### config.mk
export PLATFORM = sky130hd
export DESIGN_NAME = vote_session_ctrl
export DESIGN_NICKNAME = d
export VERILOG_FILES = /design/src/rtl/vote_session_ctrl.sv
export SDC_FILE = /design/constraint.sdc
export NUM_CORES = 1
export LEC_CHECK = 0
export ABC_AREA = 1
export BUFFER_PORTS_ARGS = -buffer_cell sky130_fd_sc_hd__clkbuf_2
export CORE_MARGIN = 5
export CORE_UTILIZATION = 40
export CTS_CLUSTER_SIZE = 20
export DETAILED_ROUTE_END_ITERATION = 8
export PLACE_DENSITY = 0.68
export SLEW_MARGIN = 20
export SYNTH_ARGS = -nofsm -noshare
export SYNTH_HDL_FRONTEND = slang
export SYNTH_SLANG_ARGS = --single-unit
export TNS_END_PERCENT = 1
### constraint.sdc
create_clock -name clk -period 5.19 [get_ports clk]
set_input_delay 0.2595 -clock clk [delete_from_list [all_inputs] [get_ports clk]]
set_output_delay 0.2595 -clock clk [all_outputs]
set_load 0.02 [all_outputs]
### src/rtl/vote_session_ctrl.sv
// Voting-machine session controller: one qualified vote per armed session, saturating tallies.
// Optional session timeout is enabled with `define VOTE_TIMEOUT_EN. The null-vote button port is null_btn because null is reserved in SystemVerilog.
module vote_session_ctrl #(
    parameter int unsigned HOLD_CYCLES    = 3000000,
    parameter int unsigned LED_CYCLES     = 1000000,
    parameter int unsigned TIMEOUT_CYCLES = 30000000,
    parameter int unsigned CTR_W          = 3
) (
    input  logic             clk,
    input  logic             rst,
    input  logic             arm,
    input  logic             clr,
    input  logic             button_1,
    input  logic             button_2,
    input  logic             null_btn,
    output logic             busy,
    output logic             led,
    output logic             vote_valid,
    output logic [1:0]       vote_sel,
    output logic             timeout,
    output logic [CTR_W-1:0] ctr1,
    output logic [CTR_W-1:0] ctr2,
    output logic [CTR_W-1:0] ctr3
);

    localparam int unsigned MAX_HL = (HOLD_CYCLES > LED_CYCLES) ? HOLD_CYCLES : LED_CYCLES;
`ifdef VOTE_TIMEOUT_EN
    localparam int unsigned MAX_CYC = (MAX_HL > TIMEOUT_CYCLES) ? MAX_HL : TIMEOUT_CYCLES;
`else
    localparam int unsigned MAX_CYC = MAX_HL;
`endif
    localparam int unsigned CNT_W = $clog2(MAX_CYC + 1);

    typedef enum logic [2:0] {
        S_IDLE,
        S_ARMED,
        S_HOLD,
        S_ACK,
        S_RELEASE
    } state_t;

    state_t           state;
    logic [1:0]       sel;
    logic [CNT_W-1:0] hold_cnt;
    logic [CNT_W-1:0] led_cnt;
`ifdef VOTE_TIMEOUT_EN
    logic [CNT_W-1:0] sess_cnt;
`endif

    logic [2:0] btns;
    logic [2:0] sel_mask;
    logic [1:0] press_code;
    logic       single_press;
    logic       qualify;
    logic       commit;

    assign btns         = {null_btn, button_2, button_1};
    assign single_press = $onehot(btns);

    function automatic logic [CTR_W-1:0] sat_inc(input logic [CTR_W-1:0] v);
        return (v == {CTR_W{1'b1}}) ? v : v + CTR_W'(1);
    endfunction

    // NOTE: every signal written here gets a default first, so no path leaves it unassigned and no latch is inferred.
    always_comb begin
        press_code = 2'd0;
        sel_mask   = 3'b000;
        unique case (btns)
            3'b001:  press_code = 2'd1;
            3'b010:  press_code = 2'd2;
            3'b100:  press_code = 2'd3;
            default: press_code = 2'd0;
        endcase
        unique case (sel)
            2'd1:    sel_mask = 3'b001;
            2'd2:    sel_mask = 3'b010;
            2'd3:    sel_mask = 3'b100;
            default: sel_mask = 3'b000;
        endcase
    end

    // A sample qualifies only when the latched button is the sole button high.
    assign qualify = (state == S_HOLD) && (btns == sel_mask);
    assign commit  = qualify && (hold_cnt + CNT_W'(1) == CNT_W'(HOLD_CYCLES));

    // NOTE: all state and outputs update with non-blocking assignments so every branch sees pre-edge values.
    always_ff @(posedge clk or negedge rst) begin
        if (!rst) begin
            state      <= S_IDLE;
            sel        <= 2'd0;
            hold_cnt   <= '0;
            led_cnt    <= '0;
            busy       <= 1'b0;
            led        <= 1'b0;
            vote_valid <= 1'b0;
            vote_sel   <= 2'd0;
            timeout    <= 1'b0;
            ctr1       <= '0;
            ctr2       <= '0;
            ctr3       <= '0;
`ifdef VOTE_TIMEOUT_EN
            sess_cnt   <= '0;
`endif
        end else begin
            vote_valid <= 1'b0;
            timeout    <= 1'b0;
            unique case (state)
                S_IDLE: begin
                    if (clr) begin
                        ctr1 <= '0;
                        ctr2 <= '0;
                        ctr3 <= '0;
                    end
                    if (arm) begin
                        state <= S_ARMED;
                        busy  <= 1'b1;
`ifdef VOTE_TIMEOUT_EN
                        sess_cnt <= '0;
`endif
                    end
                end
                S_ARMED: begin
                    if (single_press) begin
                        sel      <= press_code;
                        hold_cnt <= CNT_W'(1);
                        state    <= S_HOLD;
                    end
                end
                S_HOLD: begin
                    if (commit) begin
                        unique case (sel)
                            2'd1:    ctr1 <= sat_inc(ctr1);
                            2'd2:    ctr2 <= sat_inc(ctr2);
                            default: ctr3 <= sat_inc(ctr3);
                        endcase
                        vote_valid <= 1'b1;
                        vote_sel   <= sel;
                        led        <= 1'b1;
                        led_cnt    <= CNT_W'(1);
                        hold_cnt   <= '0;
                        state      <= S_ACK;
                    end else if (qualify) begin
                        hold_cnt <= hold_cnt + CNT_W'(1);
                    end else begin
                        hold_cnt <= '0;
                        state    <= S_ARMED;
                    end
                end
                S_ACK: begin
                    if (led_cnt == CNT_W'(LED_CYCLES)) begin
                        led     <= 1'b0;
                        led_cnt <= '0;
                        state   <= S_RELEASE;
                    end else begin
                        led_cnt <= led_cnt + CNT_W'(1);
                    end
                end
                S_RELEASE: begin
                    if (btns == 3'b000) begin
                        state <= S_IDLE;
                        busy  <= 1'b0;
                    end
                end
                default: begin
                    state <= S_IDLE;
                    busy  <= 1'b0;
                end
            endcase
`ifdef VOTE_TIMEOUT_EN
            // Later assignments override the case above; a commit on the same edge takes priority.
            if (state == S_ARMED || state == S_HOLD) begin
                sess_cnt <= sess_cnt + CNT_W'(1);
                if (sess_cnt + CNT_W'(1) == CNT_W'(TIMEOUT_CYCLES) && !commit) begin
                    state    <= S_IDLE;
                    busy     <= 1'b0;
                    timeout  <= 1'b1;
                    hold_cnt <= '0;
                end
            end
`endif
        end
    end

endmodule

==> results.py <==
metrics = {
    "outcome": {
        "status": "complete, no violations",
    },
    "final_layout": {
        "nFillCells": 1020,
        "layout.nets": 597,
        "regArea_um2": 1577,
        "insertedDiodeCount": 0,
        "finish.instance_area_um2": 4459,
        "multiInputGateArea_um2": 2121,
        "area_growth_pct": 10.17,
        "drive_gt1_share_pct": 10.82,
    },
    "placed_design": {
        "io_buffers": 20,
        "dp_slack_ns": 2.453,
        "place_area_um2": 4268,
        "hpwl_um": 7067,
        "place.gp.congestion": 0.9177,
    },
    "sta": {
        "timing.final.crit_share_pct": 50.57,
        "slew_headroom_pct": 35.17,
        "worstMarginPinSlew_ns": 0.9714,
        "hold_viol": 0,
        "drv_slew": 0,
        "skew_ns": 0.01037,
        "min_period_ns": 2.625,
        "setup_viol": 0,
        "setup_tns_ns": 0,
        "rsz0062_at_grt": "no",
        "max_clock_freq_mhz": 381.0,
        "hold_ws_ns": 0.09068,
        "setup_slack_ns": 2.565,
    },
    "logic_synthesis": {
        "yosysUniqueCellTypes": 32,
        "yosysTopAreaCell": "dfrtp_1",
        "ys_ff_latch": 63,
        "synth_common_cells": "nand2_1 (139), inv_1 (76), dfrtp_1 (63)",
        "syn_area_per_cell_um2": 7.306,
        "synth_area_leaders": "dfrtp_1 (39%), nand2_1 (13%), inv_1 (7.0%), nand3_1 (5.9%), nor2_1 (4.9%)",
        "synthSimpleGateAreaFrac_pct": 35.21,
        "synth_flop_cell": "dfrtp_1",
        "yosysWarnings": 0,
        "yosys.area_share.adder_pct": 4.204,
        "syn_nets": 574,
        "synth-seq-area-share_pct": 38.95,
        "syn-instance-count": 554,
        "synth-xor-area-share_pct": 3.679,
        "synthMuxAreaShare_pct": 0,
        "synth-compound-area-share_pct": 9.212,
        "synth_top_family_by_area": "simple AND/OR/NAND/NOR gates",
        "synth.most_common_cell": "nand2_1",
        "synth_top_cell_area_share_pct": 38.95,
        "synthArstFlopShare_pct": 100.0,
        "synth_area_um2": 4048,
        "synth-edff-count": 0,
    },
    "clock_tree": {
        "path_clk_slew_ns": 0.07,
        "hold_buffers": 0,
        "clockBufferDepth": 2,
        "h-tree-depth": 3,
        "cts_resized": 0,
        "cts_num_sinks": 63,
        "insertion_delay_ns": 0.34,
        "cts_tree": "yes",
        "cts_setup_buffers": 0,
        "numCtsBuffers": 9,
        "root_buffer": "clkbuf_8",
    },
    "power": {
        "seqPwrFrac_pct": 40.9,
        "power_uw": 1767,
        "p_switching_uw": 740.9,
        "peakVddDrop_mv": 0.2991,
        "internal_power_uw": 1026,
        "p_leak_uw": 0.002034,
        "clockPowerShare_pct": 24.1,
        "switching_share_pct": 41.93,
        "power.density_nw_per_um2": 396.3,
        "comb_power_share_pct": 35.1,
    },
    "detailed_routing": {
        "dr.pass1.iters": 5,
        "viasPerCell": 5.269,
        "postRouteAntennaNets": 0,
        "wire_per_inst_um": 13.46,
        "drc": 0,
        "dr_total_vias": 3767,
        "drtIter0Drc": 332,
        "wirelength_um": 9625,
    },
    "setup_path": {
        "arrival_ns": 2.85,
        "startpoint_type": "flop",
        "cp.required_ns": 5.41,
        "crit_fanout": 13,
        "crit_path_end_kind": "flop",
        "worstSetupPathType": "flop to flop",
    },
    "global_routing": {
        "grt_max_degree": 64,
        "grt_pass1_vias": 3658,
        "grt_pass1_wl_um": 16740,
        "grt_usage_pct": 16.11,
        "grt_overflow_total": 0,
        "grt_antenna_before_repair": 0,
    },
    "floorplan": {
        "start_util_pct": 41.22,
        "rows": 36,
        "dieHeight_um": 110.6,
        "ioPinCount": 22,
        "die_width_um": 110.6,
        "dieArea_um2": 12230,
        "design.core.area_um2": 9819,
    },
    "job": {
        "maxCapViolCount": 0,
    },
    "min_path": {
        "hp-class": "input port to async pin",
    },
}
## state kept, by name, indices dropped and copies added (netlist names), 2 cells and up
signal,flops
state,3
sel,2
vote_sel,2
led_cnt,22
ctr3,3
hold_cnt,22
ctr2,3
ctr1,3
## area by class of cell
class                   count  area share (%)
multi-input cells         403           47.56
well taps                 133           3.732
inverters                  79           6.650
flip-flops and latches     63           35.35
clock buffers              13           3.339
clock inverters             3          0.9540
repair buffers             21           2.413
## metrics by stage
step           util, %  cells
2_1_floorplan        -    554
4_1_cts          45.41    715
3_3_place_gp     43.46    699
3_5_place_dp     43.46    699
5_1_grt          45.41    715
6_report         45.41    715
## worst max-delay path, stage by stage (launching register included)
cell and delay (ns):
dfrtp_1 0.41, ha_1 0.24, nand2_2 0.11, nor2_4 0.17
nand3_1 0.13, nand2_1 0.11, nand2_1 0.05, nor2_1 0.13
nand2_1 0.08, nor2_2 0.16, nand3_1 0.18, nand2_1 0.44
nand2_1 0.17, nand2_1 0.09, nand2_1 0.05
## cells by family after synthesis
family          Yosys count
fa+ha+maj                13
flops                    63
compound gates           66
other cells               1
simple gates            306
buf+inv                  88
xor+xnor                 17
## layer usage
layer / vias up / track usage [%] / wire length, µm
li1: 1871 / - / -
met1: 1754 / 21.63 / 4453
met2: 123 / 25.89 / 4390
met3: 19 / 2.407 / 579
met4: 0 / 6.814 / 202
met5: - / 0 / 0
## power by group through the flow
stage | combinational [µW] | clock (µW) | sequential (µW)
final | 620 | 425 | 722
after global routing | 706 | 458 | 740
after CTS | 618 | 433 | 719
after detailed placement | 615 | 0 | 725
after global placement | 598 | 0 | 723
after floorplan | 463 | 0 | 722
## cell usage in the layout (no fill, tap or decap), types with 3 or more instances in the layout
cell	n
clkbuf_1	3
nand2_2	8
nor2_1	53
dfrtp_1	63
nor2_2	7
nand4_1	19
o21ai_0	25
clkbuf_8	10
or2_2	4
o21ai_1	3
nor4_1	5
a21oi_1	6
nand3b_1	3
nand2_1	139
clkbuf_2	19
nor2_4	4
nor3_1	13
ha_1	12
nand3_1	48
xor2_1	17
o22ai_1	29
inv_1	76
inv_2	3
## final timing paths
path,from,end,slack [ns],cells after the start
worst min register to register,led,led,0.48,2
max in group asynchronous,rst,hold_cnt[14],4.58,2
worst max-delay path,hold_cnt[1],state[1],2.57,14
worst max register to register,hold_cnt[1],state[1],2.57,14
min in group clk,null_btn,sel[1],0.31,3
worst min-delay path,rst,led_cnt[1],0.09,2
Power figures use the tool's default switching activity.
